<file path="src/rtl/mem_stage.sv">
// mem_stage: memory pipeline stage. Holds one instruction from EX, waits for
// load data when needed, extracts/extends loaded bytes/halves and offers the
// final result to WB with a valid/allow handshake. Also drives the forwarding
// and load-pending signals that ID uses to decide bypass or stall.
module mem_stage (
  input  logic        clk,
  input  logic        reset,
  // EX -> MEM
  input  logic        EX_to_MEM_valid,
  input  logic [73:0] EX_to_MEM_bus,
  output logic        MEM_allow,
  // MEM -> WB
  output logic        MEM_to_WB_valid,
  output logic [69:0] MEM_to_WB_bus,
  input  logic        WB_allow,
  // data SRAM response
  input  logic [31:0] data_sram_rdata,
  input  logic        data_sram_rdata_valid,
  // forwarding / hazard info to ID
  output logic [4:0]  MEM_dest_bus,
  output logic [31:0] MEM_value_bus,
  output logic        MEM_load_pending
);

  // IDLE: no load data expected; WAIT: load issued, data not yet seen;
  // HAVE: data arrived while WB was stalled and is parked in r_rdata_buf.
  typedef enum logic [1:0] {
    S_IDLE = 2'd0,
    S_WAIT = 2'd1,
    S_HAVE = 2'd2
  } state_t;

  logic        r_mem_valid;
  logic [73:0] r_bus;
  state_t      r_state;
  logic [31:0] r_rdata_buf;

  state_t      w_state_nxt;
  logic        w_data_have;
  logic        w_buf_load;
  logic        w_mem_go;
  logic        w_allow;
  logic        w_accept;

  // Fields of the held instruction
  logic        w_res_from_mem;
  logic        w_load_sign;
  logic [1:0]  w_load_size;
  logic        w_gr_we;
  logic [4:0]  w_dest;
  logic [31:0] w_alu_result;
  logic [31:0] w_pc;

  // Load data path
  logic [31:0] w_word;
  logic [7:0]  w_byte;
  logic [15:0] w_half;
  logic [31:0] w_load_data;
  logic [31:0] w_final_result;

  assign w_res_from_mem = r_bus[73];
  assign w_load_sign    = r_bus[72];
  assign w_load_size    = r_bus[71:70];
  assign w_gr_we        = r_bus[69];
  assign w_dest         = r_bus[68:64];
  assign w_alu_result   = r_bus[63:32];
  assign w_pc           = r_bus[31:0];

  // Handshake: a load may only leave once its data is in hand (buffered or
  // arriving this very cycle); a non-load leaves whenever WB accepts.
  assign w_mem_go = ~w_res_from_mem | w_data_have;
  assign w_allow  = ~r_mem_valid | (w_mem_go & WB_allow);
  assign w_accept = w_allow & EX_to_MEM_valid;

  assign MEM_allow       = w_allow;
  assign MEM_to_WB_valid = r_mem_valid & w_mem_go;

  // Stage occupancy; also loads the instruction bus when a new one enters
  always_ff @(posedge clk or posedge reset) begin
    if (reset) begin
      r_mem_valid <= 1'b0;
      r_bus       <= 74'd0;
    end else if (w_allow) begin
      r_mem_valid <= EX_to_MEM_valid;
      if (EX_to_MEM_valid)
        r_bus <= EX_to_MEM_bus;
    end
  end

  // Data FSM: state register
  always_ff @(posedge clk or posedge reset) begin
    if (reset)
      r_state <= S_IDLE;
    else
      r_state <= w_state_nxt;
  end

  // Data FSM: next state. Any turnover of the stage restarts the FSM based
  // on what enters; otherwise only WAIT reacts, parking data when WB stalls.
  // A stray rdata_valid in IDLE or HAVE therefore changes nothing.
  always_comb begin
    w_state_nxt = r_state;
    if (w_allow) begin
      if (EX_to_MEM_valid & EX_to_MEM_bus[73])
        w_state_nxt = S_WAIT;
      else
        w_state_nxt = S_IDLE;
    end else begin
      case (r_state)
        S_WAIT: if (data_sram_rdata_valid & ~WB_allow) w_state_nxt = S_HAVE;
        default: w_state_nxt = r_state;
      endcase
    end
  end

  // Data FSM: outputs. data_have covers both parked data and same-cycle
  // arrival; buf_load captures arriving data only when it cannot leave now.
  always_comb begin
    w_data_have = 1'b0;
    w_buf_load  = 1'b0;
    case (r_state)
      S_HAVE: w_data_have = 1'b1;
      S_WAIT: begin
        w_data_have = data_sram_rdata_valid;
        w_buf_load  = data_sram_rdata_valid & ~WB_allow;
      end
      default: begin
        w_data_have = 1'b0;
        w_buf_load  = 1'b0;
      end
    endcase
  end

  // Parking buffer for load data that arrived while WB was stalled
  always_ff @(posedge clk or posedge reset) begin
    if (reset)
      r_rdata_buf <= 32'd0;
    else if (w_buf_load & ~w_allow)
      r_rdata_buf <= data_sram_rdata;
  end

  // Load extraction: pick source word, then byte/half lane by address,
  // then sign- or zero-extend. Size 11 is treated as a word.
  always_comb begin
    w_word = (r_state == S_HAVE) ? r_rdata_buf : data_sram_rdata;
    case (w_alu_result[1:0])
      2'd0:    w_byte = w_word[7:0];
      2'd1:    w_byte = w_word[15:8];
      2'd2:    w_byte = w_word[23:16];
      default: w_byte = w_word[31:24];
    endcase
    w_half = w_alu_result[1] ? w_word[31:16] : w_word[15:0];
    case (w_load_size)
      2'b00:   w_load_data = {{24{w_load_sign & w_byte[7]}}, w_byte};
      2'b01:   w_load_data = {{16{w_load_sign & w_half[15]}}, w_half};
      default: w_load_data = w_word;
    endcase
  end

  assign w_final_result = w_res_from_mem ? w_load_data : w_alu_result;

  assign MEM_to_WB_bus    = {w_gr_we, w_dest, w_final_result, w_pc};
  assign MEM_dest_bus     = (r_mem_valid & w_gr_we) ? w_dest : 5'd0;
  assign MEM_value_bus    = w_final_result;
  assign MEM_load_pending = r_mem_valid & w_res_from_mem & ~w_data_have;

endmodule

</file>
<file path="config.mk">
export PLATFORM = sky130hd
export DESIGN_NAME = mem_stage
export DESIGN_NICKNAME = d
export VERILOG_FILES = /design/src/rtl/mem_stage.sv
export SDC_FILE = /design/constraint.sdc
export NUM_CORES = 1
export LEC_CHECK = 0
export CORE_MARGIN = 2
export CORE_UTILIZATION = 55
export CTS_BUF_LIST = sky130_fd_sc_hd__clkbuf_2 sky130_fd_sc_hd__clkbuf_4 sky130_fd_sc_hd__clkbuf_8
export DETAILED_ROUTE_END_ITERATION = 6
export DONT_BUFFER_PORTS = 1
export MAX_ROUTING_LAYER = met4
export PLACE_DENSITY = 0.73
export REMOVE_ABC_BUFFERS = 1
export SYNTH_ARGS = -nofsm -noshare
export SYNTH_HDL_FRONTEND = slang
export SYNTH_SLANG_ARGS = --single-unit
</file>
<file path="constraint.sdc">
create_clock -name clk -period 3.3 [get_ports clk]
set_clock_uncertainty 0.2 [all_clocks]
set_input_delay 0.165 -clock clk [delete_from_list [all_inputs] [get_ports clk]]
set_output_delay 0.165 -clock clk [all_outputs]
set_load 0.01 [all_outputs]
</file>
==> results summary, run 1 <==
The repair_antennas step left the layout with diodes totalling 0. The required time of the critical path is a little under 3 ns. The total clock buffers created by CTS is 9. The final period utilization came out at between 80% and 90%. The sequential-to-total area share from yosys stat came out at 43.9%.

Along the worst path, the maximum fanout reaches 14. The worst relative slew slack is around 34%. The post-synthesis simple-gate area fraction is ~6.4%. After synthesis the netlist holds a flip-flop and latch count of 109. The delay of the slowest critical-path stage is 0.42 ns. The final worst slack is 0.335 ns.

The number of clock sinks is between 100 and 150. The number of warning messages in the yosys log is 0. The top-area cell type share of the netlist area came out at 43.9%.

The average detailed-routed wire length per instance is ~22 um. The worst register-to-register path ends at r_state[0]. 221 I/O pins were placed. The slew at the pin closest to its max-slew limit is 0.985 ns. After synthesis, the largest family of logic cells by area is multiplexers. The number of max-slew violations in the final report came out at 0. Dividing the detail-routed via count by the number of cells gives 5.89. TritonCTS built the clock tree.

The largest delay contributor family on the critical path is multiplexers. The most used flip-flop cell after synthesis is sky130_fd_sc_hd__dfrtp_1. The floorplan has 38 rows.

The synthesized-area fraction occupied by ao, oa, aoi and oai cells came out at 10.1%. The areal power density over the cells is 976 nW/um2. The root buffer cell chosen for the clock tree is sky130_fd_sc_hd__clkbuf_8. Traced cell by cell, the critical path runs through inv_1, ha_2, buf_4, mux2_2, mux2_2, o22ai_1, a21oi_1. Each instance of the synthesized netlist takes up on average 11.8 um2. Global routing consumed, over all layers together, a little over a quarter of the routing resources.

The global-route wire length before repair came out at 23.2 mm. The buffering stage count on the worst path with inverters included came out at 2. Max-cap violations in this run came to 0. The weighted congestion at the end of routability-driven global placement came out at 0.834. Summing all placed instances gives a cell area of 5810 um2.

The startpoint identified for the worst hold timing path is EX_to_MEM_valid. The initial core utilization is 56.8%. By count the netlist is led by 109 x sky130_fd_sc_hd__dfrtp_1, 94 x sky130_fd_sc_hd__mux2_2, 70 x sky130_fd_sc_hd__buf_4, 40 x sky130_fd_sc_hd__mux2_1, 31 x sky130_fd_sc_hd__o22ai_1. The start-to-end type of the worst setup path is reg -> out. The final critical-path required period came out at a little under 3 ns. The clock slew at the register clock pins of the worst setup and hold paths is about 0.11 ns. The combined area of all synthesized cells came out at between 6000 and 7000 um2. The post-placement worst setup slack is 0.768 ns. The count of final setup violators is 0. In this run the critical register-to-register path is launched from r_bus[73]. The residual overflow from global routing is 0. The cell count after synthesis came out at 526. The total area inside the core boundary comes to 10900 um2. The via count is roughly 4200.

The port buffer count came out at 0. The post-route setup TNS came out at 0 ns. The worst setup path is launched from a flip-flop. The number of H-tree levels came out at 3. The synthesized design spends more area on one cell type than any other, namely sky130_fd_sc_hd__dfrtp_1. The estimated wirelength of the detail-placed design is 9.98 mm. In the synthesized netlist the async set-or-reset flop fraction comes to 100%. Measured against the total synthesized area, the mux share comes to 26.7%. The routed design has 15.4 mm of wire. IR analysis of the VDD net gives a maximum drop of 0.593 mV.

The iteration-0 DRC count of the detailed router came out at 407. The internal reg-to-reg setup slack came out at 0.69 ns. The worst hold path endpoint is r_bus[19]. The worst-skew pair later-pin latency came out at 0.38 ns. Summed over all cells, the static leakage comes to 2.96 nW. The number of cells on the worst hold path came out at 3.

Yosys mapped a number of flops with a built-in enable equal to 0. The die is 110 um wide. The total non-filler cell area in the finished layout is 7150 um2.

The area growth from synthesis to layout came out at 15.0%. The fraction of layout cells with a size suffix above 1 is 28.7%. Ranked by total cell area, the synthesized netlist is headed by sky130_fd_sc_hd__dfrtp_1 44%, sky130_fd_sc_hd__mux2_2 17%, sky130_fd_sc_hd__buf_4 8.5%, sky130_fd_sc_hd__mux2_1 7.3%, sky130_fd_sc_hd__o22ai_1 3.1%. The maximum number of pins on one net before global-route repair is between 80 and 90. Setup repair after global routing left no endpoint under its margin.

The worst-case reg-to-reg path depth is 4. The critical path endpoint category is an output pin. The maximum achievable frequency came out at 337 MHz. The initial antenna violation count is 0. The count of nets left with antenna violations once routing finished came out at 0.

The run finished with clean final reports. The number of distinct library cells after synthesis is just over 40. The min-delay analysis places its worst path in the category in -> reg. The number of iterations in the first detailed-routing pass came out at 4. The final number of hold-violating endpoints was 0. The post-layout net count is 679. The adder and majority cell fraction of the synthesized area is 0.403%. The slowest stage of the critical path belongs to the cell sky130_fd_sc_hd__dfrtp_1. For the worst setup path, the data arrival time is 2.60 ns. Among the stages of the critical path, the cell type that occurs most often is sky130_fd_sc_hd__mux2_2. In the routed design, unresolved DRC markers number 0.

The xor and xnor area share after synthesis came out at 0%. The die covers 12200 um2. The via count of the first global-routing pass came out at between 4000 and 5000. From bottom edge to top edge, the die measures approximately 110 um. The most frequent cell after synthesis is sky130_fd_sc_hd__dfrtp_1. The number of buffers between clock root and the deepest sink is 2.
-- kinds of logic (layout without fill, tap and decap cells) --
group / Yosys count / after routing
muxes: 146 / 146
DFF: 109 / 109
buffers and inverters: 109 / 154
AOI/OAI and AO/OA: 85 / 85
and+or+nand+nor: 75 / 75
adders and majority gates: 2 / 2
-- sequential cells by signal, indices dropped and copies added, names as in the netlist --
| register | cells |
|---|---|
| r_rdata_buf | 32 |
| r_bus | 74 |
| r_state | 2 |
| r_mem_valid | 1 |
-- cell type report --
class | count | area, um2
Inverter | 7 | 28.8
Clock buffer | 10 | 131
Fill cell | 818 | 3790
Tap cell | 140 | 175
Clock inverter | 6 | 78.8
Timing Repair Buffer | 131 | 1280
Multi-Input combinational cell | 308 | 2730
Sequential cell | 109 | 2730
-- worst max path at each step --
stage	depth (start not counted)	to	startpoint
after detailed placement	7	MEM_value_bus[5]	r_state[0]
after global routing	7	MEM_to_WB_bus[35]	r_state[0]
after floorplan	6	r_bus[20]	r_state[0]
after global placement	7	MEM_to_WB_bus[47]	r_state[0]
final	7	MEM_to_WB_bus[36]	r_state[0]
after CTS	7	MEM_value_bus[5]	r_state[0]
-- cell usage in the layout, fill, tap and decap left out, types with 2 or more instances in the layout --
cell type                       instances
sky130_fd_sc_hd__dfrtp_1              108
sky130_fd_sc_hd__a21oi_1               15
sky130_fd_sc_hd__a31o_2                 7
sky130_fd_sc_hd__mux2_2                94
sky130_fd_sc_hd__dlygate4sd3_1        113
sky130_fd_sc_hd__or2_2                  3
sky130_fd_sc_hd__and3_1                12
sky130_fd_sc_hd__a21oi_2               11
sky130_fd_sc_hd__nand2_1               25
sky130_fd_sc_hd__and3b_1                9
sky130_fd_sc_hd__mux2_1                40
sky130_fd_sc_hd__nor2_1                13
sky130_fd_sc_hd__o22ai_1               31
sky130_fd_sc_hd__mux2i_1                9
sky130_fd_sc_hd__nand2b_1               2
sky130_fd_sc_hd__clkinv_4               2
sky130_fd_sc_hd__inv_8                  2
sky130_fd_sc_hd__o21a_1                 2
sky130_fd_sc_hd__o21ai_0                2
sky130_fd_sc_hd__clkbuf_8               9
sky130_fd_sc_hd__buf_4                 17
sky130_fd_sc_hd__a31oi_1                9
sky130_fd_sc_hd__inv_1                  5
sky130_fd_sc_hd__and2_1                 7
-- metal layers --
metal  global-route usage, %  vias to the layer above  routed length [um]
met3                    8.35                       28                1400
met1                    32.0                     2050                6210
met2                    43.3                      219                7530
met5                       -                        -                   0
met4                    6.25                        0                 261
li1                        -                     1893                   -
-- repair_timing --
item | CTS | global route
buffers inserted | 0 | 0
endpoints found under the hold margin | 188 | 0
resized for setup | 0 | 0
setup endpoints to repair | 0 | 0
hold buffers | 113 | 0
-- power breakdown --
group | total (mW) | switching [mW] | internal [mW] | leakage, nW
Sequential | 2.72 | 0.719 | 2.00 | 1.29
Combinational | 3.40 | 1.88 | 1.51 | 1.56
Clock | 0.859 | 0.483 | 0.376 | 0.108
Total | 6.98 | 3.09 | 3.89 | 2.96
-- worst register-to-register path: stages (launching register included) --
cell and delay [ns]:
sky130_fd_sc_hd__dfrtp_2 0.88, sky130_fd_sc_hd__o21ai_0 0.31, sky130_fd_sc_hd__a21oi_1 0.39, sky130_fd_sc_hd__a32o_1 0.23
sky130_fd_sc_hd__dlygate4sd3_1 0.54
-- metrics by stage --
step | power (mW) | utilization [%] | std cells | hold WS, ns
floorplan | 5.08 | - | 424 | 0.0771
global placement | 5.87 | 53.1 | 582 | 0.0790
detailed placement | 5.97 | 53.1 | 582 | 0.0801
CTS | 6.97 | 65.4 | 711 | 0.135
global route | 7.43 | 65.4 | 711 | 0.141
finish | 6.98 | 65.4 | 711 | 0.157
Note: power is estimated with default switching activity, not from simulation.
==> run 2: changes to the inputs <==
ABC_AREA = 1   (was not set)
==> run 2 against run 1 <==
  * Final area increased by 2.2%
  * The flow now finishes with violations (hold timing)
  * Synthesized cell count up 70%
  * Sequential share of layout area fell by 0.85 points
  * Worst setup slack lost 0.057 ns
  * Sequential power is 6% lower
==> results summary, run 2 <==
In the layout the commonest cells are 334 x sky130_fd_sc_hd__nand2_1, 117 x sky130_fd_sc_hd__o21ai_0, 112 x sky130_fd_sc_hd__dlygate4sd3_1. The max-capacitance violation count came out at 0. Across the VDD grid, the largest voltage drop is 0.512 mV.

The analysis attributes to net switching a power of approximately 3.2 mW. The final layout contains 1030 nets. The leakage power total is 3.83 nW. Combinational logic is responsible for 49.2% of the overall power. Counting flops per register, the top entry is r_bus. The global-route wire length before repair is 28.4 mm. The number of synthesized flops with an enable pin came out at 0. The areal power density over the cells came out at 909 nW/um2. Once detail routing completed, the nets flagged for antenna violations numbered 0. During placement, the flow inserted port buffers numbering 0. The post-route setup TNS is 0 ns.

The internal power component is 3.40 mW. In this design, the stage delay of the slowest critical-path cell is 0.56 ns. The run finished, with violations left. The clock passes through at most 2 buffers. For this run, design rule violations remaining after detail routing come to 0. The worst-case reg-to-reg path depth came out at 11. The iteration-0 DRC count of the detailed router came out at 448. The count of final setup violators is 0. After routing the design area is 7310 um2. Per report_power, the sequential group accounts for 38.4% of the total. The final reports fail on hold timing. The combined flip-flop and latch cell area came out at 2730 um2. The average detailed-routed wire length per instance is 16.3 um. The via count is 5699. The internal reg-to-reg setup slack is 0.28 ns. Ranked by instance count, the synthesized netlist is headed by 334 x sky130_fd_sc_hd__nand2_1, 117 x sky130_fd_sc_hd__o21ai_0, 109 x sky130_fd_sc_hd__dfrtp_1, 98 x sky130_fd_sc_hd__inv_1, 76 x sky130_fd_sc_hd__buf_4. The number of warning messages in the yosys log is 0. In the final layout, the multi-input gates occupy approximately 2500 um2. The site row count came out at 39.

The average cell area after synthesis is ~7 um2. In the post-synthesis netlist, the cell with the most instances is sky130_fd_sc_hd__nand2_1. The most used flip-flop cell after synthesis is sky130_fd_sc_hd__dfrtp_1. The clock period could shrink to 3.02 ns.

The total stage count of the critical path came out at 11. The classification of the worst-slack hold path is in -> reg. The sequential-to-total area share from yosys stat came out at 42.6%. The residual overflow from global routing came out at 0. The number of instances in the synthesized netlist came out at 895. The fraction of layout cells with a size suffix above 1 is slightly below 6%. The flip-flop count of the largest register, all copies and words added is 74. Measured along the x axis, the die boundary spans 112 um. The async set-or-reset flop fraction in the synthesized netlist came out at 100%. In this run, placement finished with an instance count of 937. For this design, the sink count on the clock tree is around 110.

The number of max-slew violations in the final report came to 0. On the critical path, the stage with the largest delay is an instance of sky130_fd_sc_hd__dlygate4sd3_1. The slew at the pin closest to its max-slew limit came out at 0.748 ns.

The synthesized design devotes to its leading area cell type 42.6% of total area. By area the synthesized netlist is led by sky130_fd_sc_hd__dfrtp_1 43%, sky130_fd_sc_hd__nand2_1 20%, sky130_fd_sc_hd__o21ai_0 9.1%, sky130_fd_sc_hd__buf_4 8.9%, sky130_fd_sc_hd__inv_1 5.7%. Clock tree synthesis inserted a total of 9 buffers. The floorplan die height came out at around 110 um. The initial core utilization is between 50% and 60%. The number of ports placed on the die boundary is 221. The area growth from synthesis to layout is 14.0%. Leaving out fill and tap cells, the most frequent cell in the layout is sky130_fd_sc_hd__nand2_1.

The total inserted antenna cells came out at 0. The critical path endpoint category is a flip-flop. The data arrival time of the critical path came out at 3.15 ns. The core box area is 11400 um2. The start-to-end type of the worst setup path is reg -> reg.

The total of fill cells in the finished design came out at 973. The maximum fanout along the worst path came out at 49. The worst hold path was traced through 4 stages.

The number of iterations in the first detailed-routing pass came out at 5. The number of distinct library cells after synthesis is 24. The worst setup path is launched from a flip-flop. Based on the critical path, the design can be clocked at up to 331 MHz. Walking the worst path, the cells encountered are inv_1, ha_1, inv_2, a21oi_1, nor2_1, nand2_2, nand2_2, buf_4, inv_1, o21ai_1, dlygate4sd3_1.

The worst hold slack across all endpoints is -0.00277 ns. The final number of hold-violating endpoints came out at 1. The final period utilization came out at 91.6%.

The worst relative slew slack is around half. The via count of the first global-routing pass came out at 5808. In this run, the clock network consumes 12.5% of the power. The overall fraction of global-route tracks in use came out at between 20 and 30%. The combined area of all synthesized cells is roughly 6400 um2. Setup repair after global routing left no endpoint under its margin. The post-detailed-routing wire length is 17.3 mm.

The largest registers in the layout are r_bus x74, r_rdata_buf x32, r_state x2. The congestion estimate from routability-driven global placement came to 0.855. The number of H-tree levels came out at 3. The clock slew at the register clock pins of the worst setup and hold paths is 0.09 ns. The buffering stage count on the worst path with inverters included is 5. The initial antenna violation count is 0. In this run the cell area measured after placement is 5990 um2.

The TritonCTS clock tree is done. The die footprint is between 10000 and 15000 um2. Clock tree synthesis selected as its root buffer the cell sky130_fd_sc_hd__clkbuf_8.

The estimated wirelength of the detail-placed design is 10.6 mm. At the worst endpoint, the required time is 3.42 ns. Using the TritonRoute via totals, the vias-per-cell ratio works out to between 5 and 6. Of the total power, the share spent switching nets is between 40 and 50%. The biggest area contributor in the post-synthesis netlist is sky130_fd_sc_hd__dfrtp_1.

The post-synthesis register bit count came out at 109. The worst-skew pair later-pin latency came out at 0.38 ns. The largest delay contributor family on the critical path is buffers and inverters. The post-CTS setup buffer count is 0. Entering global routing, the biggest net connects 59 pins. The final cell count without fillers came out at 1063.
run 2: power by group through the flow:
| stage | Clock, mW | Sequential [mW] | Combinational (mW) |
|---|---|---|---|
| after floorplan | 0 | 2.44 | 2.29 |
| after global placement | 0 | 2.53 | 3.04 |
| after detailed placement | 0 | 2.54 | 3.11 |
| after CTS | 0.841 | 2.53 | 3.23 |
| after global routing | 0.887 | 2.62 | 3.70 |
| final | 0.828 | 2.55 | 3.26 |
run 2: cells by family (layout without fill, tap and decap cells):
group | after synthesis | after routing | synth area share [%]
buffers and inverters | 220 | 245 | 18.1
AND/OR/NAND/NOR | 397 | 397 | 24.8
multiplexers | 9 | 9 | 1.58
adder cells (fa/ha/maj) | 2 | 2 | 0.390
AO/OA/AOI/OAI | 158 | 158 | 12.6
flip-flops | 109 | 109 | 42.6
run 2: through the flow:
| stage | power [mW] | hold slack, ns | util (%) | setup slack [ns] |
|---|---|---|---|---|
| after CTS | 6.60 | 0.00183 | 64.0 | 0.251 |
| after global placement | 5.57 | 0.0171 | 52.5 | 0.724 |
| final | 6.64 | -0.00277 | 64.0 | 0.278 |
| after floorplan | 4.72 | 0.0819 | - | -0.607 |
| after detailed placement | 5.66 | 0.0322 | 52.5 | 0.684 |
| after global routing | 7.21 | 0.0364 | 64.0 | 0.0160 |
run 2: path summary, 6_finish.rpt:
path | start | endpoint
min in group asynchronous | reset | r_bus[4]
worst min register to register | r_rdata_buf[2] | r_rdata_buf[2]
worst max-delay path | r_state[0] | r_state[0]
max in group asynchronous | reset | r_bus[0]
worst min-delay path | EX_to_MEM_valid | r_bus[41]
worst max register to register | r_state[0] | r_state[0]
run 2: routing by layer:
layer  global-route usage, %  vias to the layer above  part of all wire, %
met5                       -                        -                    0
met4                    11.0                        0                  2.3
met3                    5.55                       36                  8.1
met2                    47.3                      284                   49
met1                    36.0                     2626                   41
li1                        -                     2753                    -
run 2: worst register-to-register path: stages (launching register included):
cell and delay [ns]:
sky130_fd_sc_hd__dfrtp_1 0.39, sky130_fd_sc_hd__inv_1 0.05, sky130_fd_sc_hd__ha_1 0.23, sky130_fd_sc_hd__inv_2 0.33, sky130_fd_sc_hd__a21oi_1 0.12, sky130_fd_sc_hd__nor2_1 0.17, sky130_fd_sc_hd__nand2_2 0.08, sky130_fd_sc_hd__nand2_2 0.09
sky130_fd_sc_hd__buf_4 0.41, sky130_fd_sc_hd__inv_1 0.16, sky130_fd_sc_hd__o21ai_1 0.17, sky130_fd_sc_hd__dlygate4sd3_1 0.56
run 2: what timing repair did:
| action | CTS | global route |
|---|---|---|
| resized for setup | 0 | 1 |
| hold endpoints to repair | 163 | 0 |
| hold buffers | 112 | 0 |
| setup endpoints to repair | 0 | 2 |
run 2: final cells by class:
| class | count | area share [%] |
|---|---|---|
| clock buffers | 12 | 2.09 |
| clock inverters | 2 | 0.479 |
| inverters | 100 | 5.17 |
| multi-input cells | 566 | 34.6 |
| flip-flops and latches | 109 | 37.3 |
| well taps | 143 | 2.45 |
| repair buffers | 131 | 17.9 |
==> run 3: changes to the inputs <==
PLACE_DENSITY = 0.83   (was 0.73)
==> run 3 against run 2 <==
  * Sequential power about the same
  * Worst setup slack improved by 0.027 ns
  * Die area did not move
  * Clock power rose by 5.8%
  * The run now ends clean
  * Register-to-register slack improved by 0.11 ns
  * Wire length grew 3.3%
  * Utilization rose by 1.2 points
  * Sequential share of layout area decreased by 0.71 points
  * Cell count up 1.3%
  * Combinational power increased by 2%
  * Non-clock buffer count increased by 12
  * Via count up 2.1%
==> results summary, run 3 (synthesized netlist as in run 2, its figures left out) <==
The via count of the first global-routing pass is 5859. Among cell families on the critical path, the largest total delay comes from simple AND/OR/NAND/NOR gates. The final cell count without fillers came out at 1077. After clock tree synthesis, the setup repair step added 0 buffers. The largest registers in the layout are r_bus x74, r_rdata_buf x32, r_state x2.

The area growth from synthesis to layout is 16.2%. The post-layout net count is 1042. The critical path runs through a total of 12 cells. The max-capacitance violation count came out at 0. The run finished with clean final reports. The largest vdd supply drop came out at 0.583 mV. The total inserted antenna cells is 0. The post-detailed-routing wire length is 17.9 mm. The met2 capacity usage during global routing came out at a little under half. In the layout the commonest cells are 334 x sky130_fd_sc_hd__nand2_1, 126 x sky130_fd_sc_hd__dlygate4sd3_1, 117 x sky130_fd_sc_hd__o21ai_0. The worst relative slew slack is 47.5%.

The flip-flop count of the largest register, all copies and words added is 74. The slowest stage of the critical path is the sky130_fd_sc_hd__dfrtp_1 cell. For this run, global-route usage on met3 was measured as 5.82%. The layer with the highest usage is met2. The analysis attributes to cell leakage a power of 3.86 nW.

Static timing analysis puts the maximum clock frequency at 334 MHz. At the worst endpoint, the required time is 2.93 ns. The weighted congestion at the end of routability-driven global placement is 0.838. The overall fraction of global-route tracks in use came out at between 20% and 30%. Summed over all nets, the half-perimeter wirelength after detailed placement is about 10 mm. The startpoint identified for the worst register-to-register timing path is r_state[0].

The most frequent cell on the critical path is sky130_fd_sc_hd__nand2_1. The H-tree was split into 3 levels. The cell count after placement came out at 935.

The DRC violation count after routing came out at 0. STA classifies the critical path startpoint as a flip-flop. The critical path starts at r_state[0]. The critical path endpoint category is an output pin.

The number of clock sinks is 109. The site row count came out at 39. The fraction of layout cells with a size suffix above 1 is ~5.7%. The total clock buffers created by CTS came out at 9. The die footprint came out at approximately 13000 um2. The detailed router finished its first iteration with between 600 and 700 violations. The average detailed-routed wire length per instance came out at roughly 17 um. The detail-routed via count per cell is 5.40. The clock slew at the register clock pins of the worst setup and hold paths is 0.11 ns. The later pin in the worst-skew pair is clocked with a latency of approximately 0.4 ns. The initial core utilization came out at 56.1%.

The data arrival time of the critical path is 2.63 ns. The initial antenna violation count is 0. Summing over every cut layer, the via total after detailed routing is 5820. The slew at the pin closest to its max-slew limit is 0.786 ns. In this run the tool buffered the top-level ports with 0 buffer cells. The critical path in this run is classified as reg -> out.

The global-route wire length before repair came out at 29.2 mm. More flip-flops sit in one register than any other, and that register is r_bus. The areal power density over the cells is a little over 900 nW/um2. Entering global routing, the biggest net connects 110 pins. The root buffer cell chosen for the clock tree is sky130_fd_sc_hd__clkbuf_8.

For this run, the detailed router's first-pass iteration total came to 5. Together, buffers and inverters on the worst path number 3. The final number of hold-violating endpoints came out at 0. The met1 track demand over resource came out at 38.3%.

Counting I/O delays and the setup requirement, the final critical path takes roughly 3.0 ns. The number of buffers between clock root and the deepest sink is 2. The delay of the slowest critical-path stage came out at 0.41 ns. The floorplan die height came out at 112 um. Setup violations remaining at the end of the flow were counted as 0.

The number of max-slew violations in the final report was 0. The internal reg-to-reg setup slack came out at 0.39 ns. After floorplanning, the core was sized to cover 11400 um2. The classification of the worst-slack hold path is in -> reg. The share of the core filled with cells in the final layout came out at roughly two thirds.

TritonCTS built the clock tree. In this run the worst setup path terminates at MEM_to_WB_bus[45]. In this run the horizontal extent of the chip is roughly 110 um. Leaving out fill and tap cells, the most frequent cell in the layout is sky130_fd_sc_hd__nand2_1. The worst register-to-register path ends at r_bus[63].

After global routing the overflow that remains totals 0. Setup repair after global routing left no endpoint under its margin. Counting cells, the worst reg-to-reg path comes to 10. The post-route antenna net violation count came out at 0. The final period utilization came out at 90.8%. Walking the worst path, the cells encountered are inv_1, ha_1, buf_6, nand2_1, o21ai_1, nand2_1, nand3_2, nand3_4, nand2_1, nand2_1, nand2_1, buf_12.

The number of ports placed on the die boundary is 221. The maximum fanout along the worst path is 47.
[run 3: changes by cell type in the layout (fill, tap and decap cells not counted)]
cell,before,now
sky130_fd_sc_hd__dlygate4sd3_1,112,126
sky130_fd_sc_hd__buf_4,15,13
sky130_fd_sc_hd__clkbuf_4,2,0
sky130_fd_sc_hd__inv_6,0,2
sky130_fd_sc_hd__clkbuf_8,10,9
sky130_fd_sc_hd__clkinv_4,0,1
sky130_fd_sc_hd__clkinvlp_4,0,1
sky130_fd_sc_hd__inv_8,0,1
[run 3: through the flow]
stage	total power, mW	TNS (ns)	setup WS, ns	area [um2]	hold slack [ns]
detailed placement	5.68	0	0.453	5980	0.0355
CTS	6.69	0	0.199	7440	0.000240
global route	7.32	0	0.0849	7450	0.0375
floorplan	4.72	-41.42	-0.607	5630	0.0819
global placement	5.59	0	0.636	5980	0.0354
finish	6.78	0	0.305	7450	0.0145
[run 3: per-layer routing]
layer	vias to the layer above	part of all wire, %
li1	2783	-
met2	320	48
met5	-	0
met4	0	2.4
met3	36	7.9
met1	2681	42
[run 3: how the worst min path moves through the flow]
| stage | slack (ns) | cells past startpoint | from | to |
|---|---|---|---|---|
| 2_1_floorplan | 0.08 | 2 | EX_to_MEM_bus[0] | r_bus[0] |
| 3_3_place_gp | 0.04 | 2 | reset | r_bus[65] |
| 3_5_place_dp | 0.04 | 2 | reset | r_bus[65] |
| 4_1_cts | 0.0002 | 3 | EX_to_MEM_valid | r_bus[73] |
| 5_1_grt | 0.04 | 3 | EX_to_MEM_valid | r_bus[73] |
| 6_report | 0.01 | 3 | EX_to_MEM_valid | r_bus[73] |
[run 3: report_power, final]
part / switching [mW] / internal (mW) / leakage (nW)
combinational: 2.26 / 1.08 / 2.40
sequential: 0.586 / 1.98 / 1.35
clock: 0.513 / 0.362 / 0.102
total: 3.36 / 3.41 / 3.86
[run 3: final cells by class]
| class | count | area (um2) |
|---|---|---|
| timing repair buffer | 143 | 1430 |
| multi-input combinational | 566 | 2530 |
| clock buffer | 9 | 124 |
| inverter | 100 | 378 |
| fill | 927 | 3970 |
| clock inverter | 7 | 80.1 |
| sequential | 109 | 2730 |
| tap | 143 | 179 |
[run 3: worst reg2reg max path, delay by kind of cell, from the launching register on]
kind,cells,cell delay [ns]
AND/OR/NAND/NOR,4,0.83
buffers and inverters,3,0.73
flip-flops,1,0.41
AO/OA/AOI/OAI,2,0.40
adder cells (fa/ha/maj),1,0.19
[run 3: what timing repair did]
action | 4_1_cts | 5_1_grt
hold buffers | 126 | 0
setup endpoints to repair | 0 | 4
resized for setup | 0 | 1
hold endpoints to repair | 216 | 0
